===== src/rtl/regfile_bank_if.sv =====
// Purpose : bus bundle between the decode stage / ALU operand latches and regfile_bank.
// Signals : wr_en/wr_addr/wr_data   - write request (decode -> regfile)
//           rd_addr_a/rd_addr_b     - read indices (decode -> regfile)
//           rd_data_a/rd_data_b     - registered read data (regfile -> ALU latches)
//           busy                    - clear sweep in progress, writes are discarded
//           wr_drop                 - one-cycle pulse per discarded write request
interface regfile_bank_if #(
    parameter int unsigned DATA_W = 8,
    parameter int unsigned ADDR_W = 5
);
    logic              wr_en;
    logic [ADDR_W-1:0] wr_addr;
    logic [DATA_W-1:0] wr_data;
    logic [ADDR_W-1:0] rd_addr_a;
    logic [ADDR_W-1:0] rd_addr_b;
    logic [DATA_W-1:0] rd_data_a;
    logic [DATA_W-1:0] rd_data_b;
    logic              busy;
    logic              wr_drop;

    // Requester side (decode stage / testbench)
    modport master (
        output wr_en, wr_addr, wr_data, rd_addr_a, rd_addr_b,
        input  rd_data_a, rd_data_b, busy, wr_drop
    );

    // Register file side
    modport slave (
        input  wr_en, wr_addr, wr_data, rd_addr_a, rd_addr_b,
        output rd_data_a, rd_data_b, busy, wr_drop
    );
endinterface


===== src/rtl/regfile_bank.sv =====
// Purpose : DEPTH x DATA_W register file, one write port, two registered read
//           ports with same-cycle write bypass, optional hardwired-zero r0 and
//           a post-reset sweep that clears every register.
// Ports   : clk   - rising-edge clock
//           reset - synchronous, active-high; restarts the clear sweep
//           bus   - regfile_bank_if slave modport (write port, read ports,
//                   busy and wr_drop status)
module regfile_bank #(
    parameter int unsigned DATA_W   = 8,
    parameter int unsigned ADDR_W   = 5,
    parameter bit          ZERO_REG = 1'b1
) (
    input logic           clk,
    input logic           reset,
    regfile_bank_if.slave bus
);

    localparam int unsigned DEPTH = 32'd1 << ADDR_W;
    localparam int unsigned IDX_W = ADDR_W + 1;

    typedef enum logic {
        ST_CLEAR = 1'b0,
        ST_RUN   = 1'b1
    } state_t;

    state_t            r_state;
    logic [IDX_W-1:0]  r_idx;
    logic              r_busy;
    logic              r_wr_drop;
    logic [DATA_W-1:0] r_rd_data_a;
    logic [DATA_W-1:0] r_rd_data_b;
    logic [DATA_W-1:0] r_mem [DEPTH];

    logic              w_in_clear;
    logic              w_wr_to_zero;
    logic              w_wr_accept;
    logic              w_sweep_last;
    logic              w_mem_we;
    logic [ADDR_W-1:0] w_mem_addr;
    logic [DATA_W-1:0] w_mem_data;
    logic [DATA_W-1:0] w_rd_next_a;
    logic [DATA_W-1:0] w_rd_next_b;

    assign w_in_clear   = (r_state == ST_CLEAR);
    assign w_wr_to_zero = ZERO_REG && (bus.wr_addr == '0);
    assign w_wr_accept  = !w_in_clear && bus.wr_en && !w_wr_to_zero;
    assign w_sweep_last = (r_idx == IDX_W'(DEPTH - 1));

    // Single array write port shared by the sweep and the normal write path;
    // reset cycles leave the array untouched.
    assign w_mem_we   = !reset && (w_in_clear || w_wr_accept);
    assign w_mem_addr = w_in_clear ? r_idx[ADDR_W-1:0] : bus.wr_addr;
    assign w_mem_data = w_in_clear ? '0 : bus.wr_data;

    // Read muxes: hardwired zero wins over bypass, bypass wins over storage.
    assign w_rd_next_a = (ZERO_REG && (bus.rd_addr_a == '0))               ? '0 :
                         (w_wr_accept && (bus.wr_addr == bus.rd_addr_a))   ? bus.wr_data :
                                                                             r_mem[bus.rd_addr_a];
    assign w_rd_next_b = (ZERO_REG && (bus.rd_addr_b == '0))               ? '0 :
                         (w_wr_accept && (bus.wr_addr == bus.rd_addr_b))   ? bus.wr_data :
                                                                             r_mem[bus.rd_addr_b];

    // Storage array, deliberately without reset.
    always_ff @(posedge clk) begin
        if (w_mem_we) begin
            r_mem[w_mem_addr] <= w_mem_data;
        end
    end

    // Sequencer FSM with registered status and read data.
    always_ff @(posedge clk) begin
        if (reset) begin
            r_state     <= ST_CLEAR;
            r_idx       <= '0;
            r_busy      <= 1'b1;
            r_wr_drop   <= 1'b0;
            r_rd_data_a <= '0;
            r_rd_data_b <= '0;
        end else if (r_state == ST_CLEAR) begin
            r_idx       <= r_idx + IDX_W'(1);
            r_wr_drop   <= bus.wr_en;
            r_rd_data_a <= '0;
            r_rd_data_b <= '0;
            if (w_sweep_last) begin
                r_state <= ST_RUN;
                r_busy  <= 1'b0;
            end
        end else begin
            r_wr_drop   <= bus.wr_en && w_wr_to_zero;
            r_rd_data_a <= w_rd_next_a;
            r_rd_data_b <= w_rd_next_b;
        end
    end

    assign bus.rd_data_a = r_rd_data_a;
    assign bus.rd_data_b = r_rd_data_b;
    assign bus.busy      = r_busy;
    assign bus.wr_drop   = r_wr_drop;

endmodule


===== src/flat_wrapper.sv =====
// flat-port wrapper written by rule: the top's interface ports become plain ports
module regfile_bank_flat 
#(
    parameter int unsigned DATA_W   = 8,
    parameter int unsigned ADDR_W   = 5,
    parameter bit          ZERO_REG = 1'b1
)
  (clk, reset, bus_wr_en, bus_wr_addr, bus_wr_data, bus_rd_addr_a, bus_rd_addr_b, bus_rd_data_a, bus_rd_data_b, bus_busy, bus_wr_drop);
  regfile_bank_if #(.DATA_W(DATA_W), .ADDR_W(ADDR_W)) bus_i ();
  input logic clk;
  input logic reset;
  input wire logic [$bits(bus_i.wr_en)-1:0] bus_wr_en;
  input wire logic [$bits(bus_i.wr_addr)-1:0] bus_wr_addr;
  input wire logic [$bits(bus_i.wr_data)-1:0] bus_wr_data;
  input wire logic [$bits(bus_i.rd_addr_a)-1:0] bus_rd_addr_a;
  input wire logic [$bits(bus_i.rd_addr_b)-1:0] bus_rd_addr_b;
  output wire logic [$bits(bus_i.rd_data_a)-1:0] bus_rd_data_a;
  output wire logic [$bits(bus_i.rd_data_b)-1:0] bus_rd_data_b;
  output wire logic [$bits(bus_i.busy)-1:0] bus_busy;
  output wire logic [$bits(bus_i.wr_drop)-1:0] bus_wr_drop;
  assign bus_i.wr_en = bus_wr_en;
  assign bus_i.wr_addr = bus_wr_addr;
  assign bus_i.wr_data = bus_wr_data;
  assign bus_i.rd_addr_a = bus_rd_addr_a;
  assign bus_i.rd_addr_b = bus_rd_addr_b;
  assign bus_rd_data_a = bus_i.rd_data_a;
  assign bus_rd_data_b = bus_i.rd_data_b;
  assign bus_busy = bus_i.busy;
  assign bus_wr_drop = bus_i.wr_drop;
  regfile_bank #(.DATA_W(DATA_W), .ADDR_W(ADDR_W), .ZERO_REG(ZERO_REG)) u_core (.clk(clk), .reset(reset), .bus(bus_i));
endmodule

===== config.mk =====
export PLATFORM = sky130hd
export DESIGN_NAME = regfile_bank_flat
export DESIGN_NICKNAME = d
export VERILOG_FILES = /design/src/rtl/regfile_bank_if.sv /design/src/rtl/regfile_bank.sv /design/src/flat_wrapper.sv
export SDC_FILE = /design/constraint.sdc
export NUM_CORES = 1
export LEC_CHECK = 0
export ABC_AREA = 1
export BUFFER_PORTS_ARGS = -buffer_cell sky130_fd_sc_hd__buf_2
export CAP_MARGIN = 20
export CELL_PAD_IN_SITES_DETAIL_PLACEMENT = 0
export CELL_PAD_IN_SITES_GLOBAL_PLACEMENT = 1
export CORE_MARGIN = 2
export CORE_UTILIZATION = 25
export CTS_CLUSTER_DIAMETER = 30
export DETAILED_ROUTE_END_ITERATION = 8
export GPL_TIMING_DRIVEN = 0
export MAX_ROUTING_LAYER = met4
export PLACE_DENSITY = 0.47
export SYNTH_ARGS = -nofsm -noshare
export SYNTH_HDL_FRONTEND = slang
export SYNTH_SLANG_ARGS = --single-unit

===== constraint.sdc =====
create_clock -name clk -period 3.5 [get_ports clk]
set_clock_uncertainty 0.05 [all_clocks]
set_input_delay 0.7 -clock clk [delete_from_list [all_inputs] [get_ports clk]]
set_output_delay 0.7 -clock clk [all_outputs]
set_load 0.02 [all_outputs]

Word level (Yosys, flattened, before mapping)
Memory sizes are Yosys's and may differ from the RTL's. A register that Yosys moved wholly into a read port is not among the register bits.
Index checks and enable logic that the tools add are counted.
Widths: inputs -> output; s select.
Cells by class
  reduce and logical (&&, ||, !) cells: 13
  add/sub/neg operators: 1
  bitwise logic cells: 1
  eq/ne operators: 1
  mux-type cells: 7
Operators by type and width (number)
  $logic_not 5->1: 3
  $mux 8: 1
  $add 6x1->6 const B: 1
  $eq 6x5->1 const B: 1
  $reduce_or 3->1: 2
  $mux 1: 5
  $mux 5: 1
  $logic_and 1x1->1: 4
  $logic_not 1->1: 2
  $reduce_and 2->1: 1
  $logic_or 1x1->1: 1
  $not 1->1: 1
Word-level totals
  output and inout bits: 18
  logic and storage cells: 28
  memories kept: 1
  memory bits (writable): 256
  register bits: 9
  bits of input ports: 26
Memories
  u_core.r_mem: words 32, width 8, read ports 2, clocked after Yosys merged registers in 2, write ports 1, line regfile_bank.sv:32  | logic [DATA_W-1:0] r_mem [DEPTH];

Depth between registers and ports, before layout
Gate-level depths: netlist (run 1).
  depth in word-level cells: 7
  depth in mapped cells: 12
  gate-level depth less buffers: 12

Worst setup path before layout (run 1)
Ideal clock, no wire load.
  path kind: in2reg
  start: in reset
  end: mem u_core.r_mem[0][0] (enable)
  arrival: 1.901 ns
  setup slack: 1.179 ns
  required time: 3.079 ns
  buffers on the path: 1
  stages: 6
  setup time: 0.371 ns
  path through: clkbuf_1 nor2_1 a21oi_2 inv_1 nand4_1 nor2_1
On the way
  longest elaborated chain between the ends: 4
RTL lines
  start, declared: line flat_wrapper.sv:11  | input logic reset;
  $logic_not 1->1: line regfile_bank.sv:51  | assign w_mem_we = !reset && (w_in_clear || w_wr_accept);
  $logic_and 1x1->1: line regfile_bank.sv:51
  $mux 1: line regfile_bank.sv:65  | if (w_mem_we) begin
  $mux 1 (not written as such): line regfile_bank.sv:66  | r_mem[w_mem_addr] <= w_mem_data;
  end, declared: line regfile_bank.sv:32
No other way between the ends.

Worst setup path after layout (run 1)
  start: reg u_core.r_state
  end: mem u_core.r_mem[17][4] (enable)
On the way
  longest elaborated chain between the ends: 6
  elaborated cells between the ends (all ways): 8
  classes of those cells: 3 x mux; 1 x bitwise; 4 x reduce/logical
RTL lines
  start, declared: line regfile_bank.sv:26  | state_t r_state;
  start signal, assigned: line regfile_bank.sv:73  | r_state <= ST_CLEAR;
  start signal, assigned: line regfile_bank.sv:85  | r_state <= ST_RUN;
  $logic_and 1x1->1 (2 in series): line regfile_bank.sv:46  | assign w_wr_accept = !w_in_clear && bus.wr_en && !w_wr_to_zero;
  $logic_or 1x1->1: line regfile_bank.sv:51
  $logic_and 1x1->1: line regfile_bank.sv:51
  $mux 1: line regfile_bank.sv:65
  $mux 1 (not written as such): line regfile_bank.sv:66
Several ways; a longest one is shown, not always the timed one.

==> metrics.md, run 1 <==
| Metric | Value |
|---|---|
| Layout cells sized above 1 | 13.4% |
| IR drop worst, VDD | 0.331 mV |
| CTS resizes | 0 |
| CP Launch Type | flip-flop |
| DRT Pass-1 Iters | 5 |
| Pre-CTS setup slack | -263 ps |
| Crit path from | u_core.r_state |
| Synth Area in Compound Gates | 4.84% |
| CTS max path bufs | 3 |
| Avg Synthesized Cell Area | 8.48 um^2 |
| FF+latch count, synth | 281 |
| Initial Util | 25.3% |
| Final Worst Setup Slack | 242 ps |
| Hold Vio Cnt, Final | 0 |
| Syn Nets | 1707 |
| Max-cap viol count | 0 |
| WP data required | 3670 ps |
| Xor and xnor area share after synthesis | 0.0615% |
| DIE WIDTH | 243 um |
| Type of the most critical hold path | input pin to flip-flop |
| CTS Buf Count | 87 |
| Pleak | 7.63 nW |
| HPWL after detailed placement | 56.7 mm |
| Worst slew pin tran | 1140 ps |
| Total GRT Usage | 26.9% |
| Setup CP Type | flip-flop to flip-flop |
| CP endpoint | u_core.r_mem[17][4] |
| DR DRC count | 0 |
| Routability cong. | 0.952 |
| Setup fix buffers added after clock tree synthesis | 0 |
| Commonest non-fill, non-tap cell in the layout | nand2_1 |
| Core Region | 56400 um^2 |
| Global-route wire length before repair | 105 mm |
| Synth Area in Adders | 0.0878% |
| Final Critical Period | 3260 ps |
| Synthesized cell area | 14200 um^2 |
| Critical path endpoint category | flip-flop |
| # IOs | 44 |
| CTS Sinks | 281 |
| Vias in the first global route | 12800 |
| Die area | 58900 um^2 |
| Cell Rows | 87 |
| Post-synthesis mux area share | 0% |
| Overflow after GRT | 0 |
| Final core utilization | 32.8% |
| Die Height | 243 um |
| Cells after Synth | 1680 |
| Period utilization | 93.1% |
| Clk Latency, worst-skew pair | 640 ps |
| Post-route cell area | 18500 um^2 |
| Largest family of logic cells by synthesized area | simple AND/OR/NAND/NOR gates |
| Final Max Tran Viols | 0 |
| R2R Path Start | u_core.r_state |
| Hold_buf cts | 0 |
| Vias after detailed routing | 13300 |
| Synth warn | 0 |
| PortBufs | 34 |
| Worst path arrival time | 3430 ps |
| Status | finished clean |
| Initial antenna violation count | 5 |
| H-tree Lvls | 3 |
| Via density | 5.05 |
| RSZ-0062 raised after global routing | false |
| Commonest cells after routing, fill and taps aside | nand2_1, nand3_1, edfxtp_1 |
| WL final | 77.4 mm |
| Pin count of the biggest net entering global routing | 33 |
| R2r worst-path depth | 6 |
| Rel. slew slack | 24.1% |
| Initial detailed-routing violation count | 1649 |
| Part of the Yosys area used for sequential elements | 57.5% |
| Total design power | 0.0123 W |
| Achievable Freq | 307 MHz |
| CP max FO | 9 |
| Worst-path clk slew | 40 ps |
| Wire per inst | 29.3 um |
| Nets | 1841 |
| Area Growth Syn to Fin | 29.7% |
| Setup Viol. Count Final | 0 |
| Antenna-violating nets left | 0 |
| FF-to-FF End | u_core.r_mem[17][4] |
| Dpl cell area | 15600 um^2 |
| Power Dens Cells | 664 nW/um^2 |
| CTS tree | done |
| Flop2flop setup slack | 240 ps |
| Root Buffer | clkbuf_16 |
| Yosys cell types | 29 |
| Simple-gate share of the synthesized area | 31.8% |
## worst min path at each step
| stage | startpoint | endpoint | slack, ps | cells past startpoint |
|---|---|---|---|---|
| floorplan | u_core.r_idx[0] | u_core.r_idx[0] | 430 | 2 |
| global placement | u_core.bus.busy | u_core.bus.busy | 400 | 2 |
| detailed placement | u_core.bus.busy | u_core.bus.busy | 410 | 2 |
| CTS | reset | u_core.r_idx[5] | 400 | 2 |
| global route | reset | u_core.r_idx[5] | 430 | 2 |
| finish | reset | u_core.r_idx[5] | 410 | 2 |
## metal layers
layer	share of wire [%]	global-route usage, %	up-vias	wire length, um
met4	3.7	10.9	0	2900
met3	6.7	3.87	112	5190
met1	44	36.0	6608	34300
met5	0	-	-	0
li1	-	-	5983	-
met2	45	40.8	639	35000
## final cells by class
class                           instances  area, um^2
Fill cell                            5955       37900
Timing Repair Buffer                   45         373
Antenna cell                            1        2.50
Tap cell                              756         946
Inverter                               97         364
Clock buffer                          105        2290
Multi-Input combinational cell       1201        5250
Buffer                                101         449
Sequential cell                       281        8190
Clock inverter                         57         624
## power breakdown
part           switching, W  internal (W)  total, W  leakage, nW
sequential        0.0000108       0.00365   0.00367         2.72
clock               0.00237       0.00534   0.00771         1.42
combinational      0.000702      0.000180  0.000883         3.50
total               0.00309       0.00918    0.0123         7.63
## registers in the layout, summed over array words and instances, names as in the netlist
signal / cells
u_core.r_state: 1
u_core.bus.rd_data_a: 8
u_core.bus.wr_drop: 1
u_core.r_mem: 256
u_core.bus.rd_data_b: 8
u_core.bus.busy: 1
u_core.r_idx: 6
## critical path, cell delays in order, from the launching register on
cell and delay (ps):
dfxtp_1 390, inv_2 120, nand2_1 190, nand2_1 180, inv_1 120, nand4_1 700
nor2_1 1100
## synth_stat cells
| cell type | instances | area share [%] |
|---|---|---|
| nand2_1 | 645 | 17 |
| nand3_1 | 350 | 12 |
| edfxtp_1 | 256 | 54 |
| inv_1 | 89 | 2.3 |
| o21ai_0 | 66 | 2.3 |
| a21oi_1 | 63 | 2.2 |
| buf_2 | 50 | 1.8 |
| nor2_1 | 44 | 1.2 |
| clkbuf_1 | 31 | 0.82 |
| dfxtp_1 | 25 | 3.5 |
| buf_1 | 19 | 0.50 |
| nand2_2 | 9 | 0.40 |
| clkinv_1 | 4 | 0.11 |
| inv_2 | 4 | 0.11 |
| nand4_1 | 4 | 0.18 |
| nor3_1 | 3 | 0.11 |
| nand2_4 | 2 | 0.16 |
| nor2_2 | 2 | 0.088 |
| nor2_4 | 2 | 0.16 |
| nor2_8 | 2 | 0.28 |
| o21ai_1 | 2 | 0.070 |
| a21boi_0 | 1 | 0.053 |
| a21oi_2 | 1 | 0.061 |
| a22o_1 | 1 | 0.061 |
| buf_6 | 1 | 0.079 |
| ha_1 | 1 | 0.088 |
| nor4_1 | 1 | 0.044 |
| o21ai_2 | 1 | 0.061 |
| xor2_1 | 1 | 0.061 |
## through the flow
stage                     std cells  hold WS (ps)  setup TNS, ps
after CTS                      2643           396              0
after global placement         2470           402         -31600
after detailed placement       2481           409         -17850
final                          2644           407              0
after floorplan                1680           426              0
after global routing           2643           430              0
## kinds of logic (layout without fill, tap and decap cells)
kind of cell | after synthesis | after routing
other | 0 | 1
buffers and inverters | 198 | 405
AND/OR/NAND/NOR | 1064 | 1064
flip-flops | 281 | 281
XOR/XNOR | 1 | 1
AO/OA/AOI/OAI | 135 | 135
adder cells (fa/ha/maj) | 1 | 1
Note: power is estimated with default switching activity, not from simulation.
==> run 2, diff against run 1 <==
Settings changed: CORE_UTILIZATION 25 to 45, PLACE_DENSITY 0.47 to 0.76.
==> metrics.md, run 2 (same netlist as run 1, synthesis figures left out) <==
| Metric | Value |
|---|---|
| Status | finished clean (unchanged) |
| DIE WIDTH | 182 um (was 243 um) |
| PortBufs | 34 (unchanged) |
| Pin count of the biggest net entering global routing | 34 (was 33) |
| Grt met2 use | 61.4% (was 40.8%) |
| WP data required | 3660 ps (was 3670 ps) |
| Placed Cells incl. Taps | 2122 (was 2481) |
| Hold Vio Cnt, Final | 0 (unchanged) |
| Max-cap viol count | 0 (unchanged) |
| Final Worst Setup Slack | 551 ps (was 242 ps) |
| Pre-CTS setup slack | 32.5 ps (was -263 ps) |
| Final Critical Period | 2950 ps (was 3260 ps) |
| Met1 Resource Use GR | 51.0% (was 36.0%) |
| Antenna-violating nets left | 0 (unchanged) |
| CP max FO | 10 (was 9) |
| CTS resizes | 0 (unchanged) |
| Die Height | 182 um (was 243 um) |
| H-tree Lvls | 3 (unchanged) |
| Total GRT Usage | 40.1% (was 26.9%) |
| Gr busiest metal | met2 (unchanged) |
| Pleak | 7.38 nW (was 7.63 nW) |
| Root Buffer | clkbuf_16 (unchanged) |
| Final cell count without fillers | 2251 (was 2644) |
| Via density | 6.04 (was 5.05) |
| Hold_ws | 404 ps (was 407 ps) |
| Layout cells sized above 1 | 12.3% (was 13.4%) |
| Area of the multi-input gates | 5250 um^2 (unchanged) |
| Global-route wire length before repair | 88.6 mm (was 105 mm) |
| Wire per inst | 28.5 um (was 29.3 um) |
| Register area | 8190 um^2 (unchanged) |
| Nets | 1820 (was 1841) |
| Rel. slew slack | 31.1% (was 24.1%) |
| Final Max Tran Viols | 0 (unchanged) |
| Commonest non-fill, non-tap cell in the layout | nand2_1 (unchanged) |
| P_sw | 0.00270 W (was 0.00309 W) |
| Worst path arrival time | 3110 ps (was 3430 ps) |
| Vias in the first global route | 12500 (was 12800) |
| CTS Buf Count | 69 (was 87) |
| Setup Viol. Count Final | 0 (unchanged) |
| # IOs | 44 (unchanged) |
| HPWL after detailed placement | 46.3 mm (was 56.7 mm) |
| Overflow after GRT | 0 (unchanged) |
| Initial Util | 45.4% (was 25.3%) |
| Die area | 33100 um^2 (was 58900 um^2) |
| Setup CP Type | flip-flop to flip-flop (unchanged) |
| Flip-flop count of the largest register after layout | 256 (unchanged) |
| Type of the most critical hold path | flip-flop to flip-flop (was input pin to flip-flop) |
| Initial detailed-routing violation count | 1862 (was 1649) |
| CTS Sinks | 281 (unchanged) |
| Sequential share of power | 33.2% (was 29.9%) |
| Critical path endpoint category | flip-flop (unchanged) |
| Clk pwr share | 59.3% (was 62.9%) |
| Grt met3 use | 8.08% (was 3.87%) |
| Initial antenna violation count | 1 (was 5) |
| Period utilization | 84.3% (was 93.1%) |
| DR DRC count | 0 (unchanged) |
| DRT Pass-1 Iters | 6 (was 5) |
| CTS tree | done (unchanged) |
| Cell Rows | 65 (was 87) |
| Vias after detailed routing | 13600 (was 13300) |
| Commonest cells after routing, fill and taps aside | nand2_1, nand3_1, edfxtp_1 (unchanged) |
| Sw Share | 24.5% (was 25.2%) |
| Internal power | 0.00832 W (was 0.00918 W) |
| RSZ-0062 raised after global routing | false (unchanged) |
| Fill cell count | 2872 (was 5955) |
| Clk Latency, worst-skew pair | 600 ps (was 640 ps) |
| Routability cong. | 1.08 (was 0.952) |
| Setup TNS | 0 ps (unchanged) |
| Biggest register | u_core.r_mem (unchanged) |
| Worst-path clk slew | 40 ps (about the same) |
| Comb pwr share | 7.5% (was 7.2%) |
| Hold_buf cts | 0 (unchanged) |
| Area Growth Syn to Fin | 23.0% (was 29.7%) |
| Core Region | 31400 um^2 (was 56400 um^2) |
| Power Dens Cells | 629 nW/um^2 (was 664 nW/um^2) |
| CP Launch Type | flip-flop (unchanged) |
| Achievable Freq | 339 MHz (was 307 MHz) |
| Setup fix buffers added after clock tree synthesis | 0 (unchanged) |
| CTS max path bufs | 3 (unchanged) |
| Worst slew pin tran | 1030 ps (was 1140 ps) |
| IR drop worst, VDD | 0.527 mV (was 0.331 mV) |
| WL final | 64.1 mm (was 77.4 mm) |
## run 2: path summary, 6_finish.rpt
path	from	end	slack (ps)	depth (start not counted)
max reg2reg	u_core.r_state	u_core.r_mem[4][0]	550	6
min reg2reg	u_core.bus.busy	u_core.bus.busy	400	2
max	u_core.r_state	u_core.r_mem[4][0]	550	6
min	u_core.bus.busy	u_core.bus.busy	400	2
## run 2: layout make-up
type                            count  area share, %
Antenna cell                        1         0.0143
Inverter                           97           2.08
Clock buffer                       79           10.7
Tap cell                          402           2.87
Timing Repair Buffer               42           2.18
Clock inverter                     47           2.98
Sequential cell                   281           46.7
Multi-Input combinational cell   1201           29.9
Buffer                            101           2.56
## run 2: metal layers
| layer | vias up | share of wire, % |
|---|---|---|
| met5 | - | 0 |
| met4 | 0 | 5.4 |
| met3 | 193 | 11 |
| met2 | 954 | 45 |
| met1 | 6537 | 39 |
| li1 | 5919 | - |
## run 2: critical path, cell delays in order (launching register included)
cell and delay [ps]:
dfxtp_1 340, buf_6 160, nor2_1 180, a21oi_2 110
inv_1 160, nand4_1 600, nor2_1 960
## run 2: power groups by stage
stage               Combinational [W]  Clock, W  Sequential [W]
floorplan                    0.000425         0         0.00372
detailed placement           0.000780         0         0.00372
global route                 0.000844   0.00675         0.00366
finish                       0.000822   0.00654         0.00366
CTS                          0.000783   0.00656         0.00366
global placement             0.000779         0         0.00372
## run 2: per-stage QoR
stage	instance area (um^2)	util [%]	power, W
5_1_grt	17500	55.8	0.0113
3_3_place_gp	14900	47.5	0.00450
2_1_floorplan	14200	-	0.00414
3_5_place_dp	15100	48.1	0.00450
6_report	17500	55.8	0.0110
4_1_cts	17500	55.7	0.0110
==> run 3, diff against run 2 <==
Settings changed: ABC_AREA 1 to 0, PLACE_DENSITY 0.76 to 0.72.
Clock period 3.5 ns to 2.5 ns, I/O delays scaled along.
==> metrics.md, run 3 <==
| Metric | Value |
|---|---|
| Max incr delay on CP | 680 ps (was 960 ps) |
| Cell Rows | 63 (was 65) |
| WP data required | 2840 ps (was 3660 ps) |
| CTS Sinks | 281 (unchanged) |
| Commonest cells after routing, fill and taps aside | edfxtp_1, mux2i_1, mux4_2 (was nand2_1, nand3_1, edfxtp_1) |
| PortBufs | 37 (was 34) |
| Critical path endpoint category | flip-flop (unchanged) |
| Overflow after GRT | 0 (unchanged) |
| Die Height | 177 um (was 182 um) |
| Final Critical Period | 2550 ps |
| Setup CP Type | input pin to flip-flop (was flip-flop to flip-flop) |
| Period utilization | 102% |
| Antenna-violating nets left | 0 (unchanged) |
| Vias in the first global route | 8667 (was 12500) |
| Async SR Flop Fraction | 0% (unchanged) |
| Status | complete, but fails checks (was finished clean) |
| CP Launch Type | input pin (was flip-flop) |
| Syn Nets | 889 (was 1707) |
| Hold_buf cts | 0 (unchanged) |
| Initial detailed-routing violation count | 1083 (was 1862) |
| Worst slew pin tran | 979 ps (was 1030 ps) |
| Total GRT Usage | 28.1% (was 40.1%) |
| Crit path from | bus_rd_addr_b[3] (was u_core.r_state) |
| Worst Min Path Start | bus_wr_en (was u_core.bus.busy) |
| Clk Latency, worst-skew pair | 560 ps (was 600 ps) |
| Worst-path clk slew | 50 ps (was 40 ps) |
| Flip-flop count of the largest register after layout | 256 (unchanged) |
| IR drop worst, VDD | 0.577 mV (was 0.527 mV) |
| # IOs | 44 (unchanged) |
| DIE WIDTH | 177 um (was 182 um) |
| CTS max path bufs | 3 (unchanged) |
| EDFF count, synth | 256 (unchanged) |
| CTS Buf Count | 54 (was 69) |
| Count leader, synth | edfxtp_1 (was nand2_1) |
| Type of the most critical hold path | input pin to flip-flop (was flip-flop to flip-flop) |
| Core Region | 29500 um^2 (was 31400 um^2) |
| Post-route cell area | 16900 um^2 (was 17500 um^2) |
| Power Dens Cells | 809 nW/um^2 (was 629 nW/um^2) |
| Hold_ws | 137 ps (was 404 ps) |
| Initial Util | 45.5% (was 45.4%) |
| Cells after Synth | 862 (was 1680) |
| CP max FO | 10 (unchanged) |
| Root Buffer | clkbuf_16 (unchanged) |
| HPWL after detailed placement | 29.1 mm (was 46.3 mm) |
| Global-route wire length before repair | 60.1 mm (was 88.6 mm) |
| Vias after detailed routing | 9148 (was 13600) |
| Layout cells sized above 1 | 35.6% (was 12.3%) |
| Violated checks | negative setup slack |
| CP Cell Sequence | clkbuf_2 -> clkbuf_1 -> nor2_1 -> a22oi_1 -> a31oi_1 -> o31a_1 -> a211oi_1 (was buf_6 -> nor2_1 -> a21oi_2 -> inv_1 -> nand4_1 -> nor2_1) |
| Synth area leader | edfxtp_1 (unchanged) |
| Pre-CTS setup slack | -807 ps (was 32.5 ps) |
| Via density | 6.46 (was 6.04) |
| Most used DFF post-synth | edfxtp_1 (unchanged) |
| Commonest non-fill, non-tap cell in the layout | edfxtp_1 (was nand2_1) |
| Dpl cell area | 14200 um^2 (was 15100 um^2) |
| Area of the multi-input gates | 5370 um^2 (was 5250 um^2) |
| Hold Vio Cnt, Final | 0 (unchanged) |
| Initial antenna violation count | 0 (was 1) |
| Setup Viol. Count Final | 2 (was 0) |
| Worst path slowest cell | nor2_1 (unchanged) |
| Wire per inst | 30.1 um (was 28.5 um) |
| ANT cells | 0 (was 1) |
| Max-cap viol count | 0 (unchanged) |
| Fill cell count | 2310 (was 2872) |
| CTS tree | done (unchanged) |
| Synth warn | 0 (unchanged) |
| Achievable Freq | 392 MHz |
| Synthesized cell area | 13400 um^2 (was 14200 um^2) |
| H-tree Lvls | 2 (was 3) |
| List of most frequent post-synthesis cells | edfxtp_1, mux2i_1, mux4_2, nor2_1, mux2_2 (was nand2_1, nand3_1, edfxtp_1, inv_1, o21ai_0) |
| DR DRC count | 0 (unchanged) |
| Avg Synthesized Cell Area | 15.6 um^2 (was 8.48 um^2) |
| Total design power | 0.0137 W (was 0.0110 W) |
| Final Max Tran Viols | 0 (unchanged) |
| Part of the Yosys area used for sequential elements | 61.0% (was 57.5%) |
| Pleak | 5.60 nW (was 7.38 nW) |
| Biggest register | u_core.r_mem (unchanged) |
| Routability cong. | 0.917 (was 1.08) |
| Rel. slew slack | 34.7% (was 31.1%) |
| Post-synth top area share | 57.3% (was 53.9%) |
| Nets | 1009 (was 1820) |
| DRT Pass-1 Iters | 5 (was 6) |
| WL final | 42.7 mm (was 64.1 mm) |
| Worst path arrival time | 2890 ps (was 3110 ps) |
| Final Worst Setup Slack | -49.0 ps (was 551 ps) |
| Die area | 31200 um^2 (was 33100 um^2) |
| FF+latch count, synth | 281 (unchanged) |
| Area Growth Syn to Fin | 25.9% (was 23.0%) |
| Pin count of the biggest net entering global routing | 35 (was 34) |
| Yosys cell types | 54 (was 29) |
| Register area | 8190 um^2 (about the same) |
| Area contributors post-synth | edfxtp_1, mux4_2, mux2i_1 (was edfxtp_1, nand2_1, nand3_1) |
| R2R Path Start | u_core.r_state (unchanged) |
[run 3: changes by cell type in the layout (fill, tap and decap cells not counted), moves of 63 or more]
cell,before,now
mux2i_1,0,89
nand3_1,350,6
mux4_2,0,69
nand2_1,645,15
o21ai_0,66,3
inv_1,89,6
[run 3: layout make-up]
class / instances / area share, %
Inverter: 7 / 0.155
Clock inverter: 35 / 3.02
Multi-Input combinational cell: 516 / 31.8
Buffer: 56 / 1.77
Clock buffer: 66 / 8.44
Timing Repair Buffer: 66 / 3.52
Sequential cell: 281 / 48.4
Tap cell: 390 / 2.89
[run 3: critical path, delay by kind of cell]
family / cells / cell delay (ps)
buffers and inverters: 2 / 680
AND/OR/NAND/NOR: 1 / 680
AO/OA/AOI/OAI: 4 / 1020
[run 3: repair_timing]
item | 4_1_cts | 5_1_grt
pin swaps | 1 | 13
resized for setup | 66 | 50
buffers inserted | 4 | 19
setup endpoints to repair | 272 | 184
[run 3: layer usage]
| metal | share of wire [%] | global-route usage [%] |
|---|---|---|
| met1 | 41 | 39.6 |
| met2 | 45 | 41.2 |
| met3 | 10 | 5.43 |
| met4 | 3.8 | 9.50 |
| met5 | 0 | - |
[run 3: worst paths after layout]
kind / end / slack, ps / cells past startpoint
max: u_core.bus.rd_data_b[1] / -50 / 7
min: u_core.bus.wr_drop / 140 / 2
max reg2reg: u_core.r_mem[16][5] / 80 / 5
min reg2reg: u_core.r_idx[5] / 450 / 2
[run 3: logic make-up after synthesis]
kind of cell | count (synthesis) | share of synthesized area (%)
multiplexers | 198 | 21.5
adder cells (fa/ha/maj) | 1 | 0.0932
flip-flops | 281 | 61.0
AND/OR/NAND/NOR | 157 | 6.05
AO/OA/AOI/OAI | 146 | 8.06
buffers and inverters | 65 | 2.39
XOR/XNOR | 14 | 0.913
[run 3: power by group]
group | internal (W) | leakage [nW] | switching (W)
Clock | 0.00520 | 0.924 | 0.00243
Sequential | 0.00510 | 2.44 | 0.0000205
Combinational | 0.000353 | 2.24 | 0.000574
[run 3: per-stage QoR]
stage               cells  TNS [ps]  util, %
finish               1417     -93.6     57.4
floorplan             862         0        -
detailed placement   1293   -119900     48.1
CTS                  1398    -24540     55.6
global placement     1289   -142860     47.8
global route         1417      -125     57.4
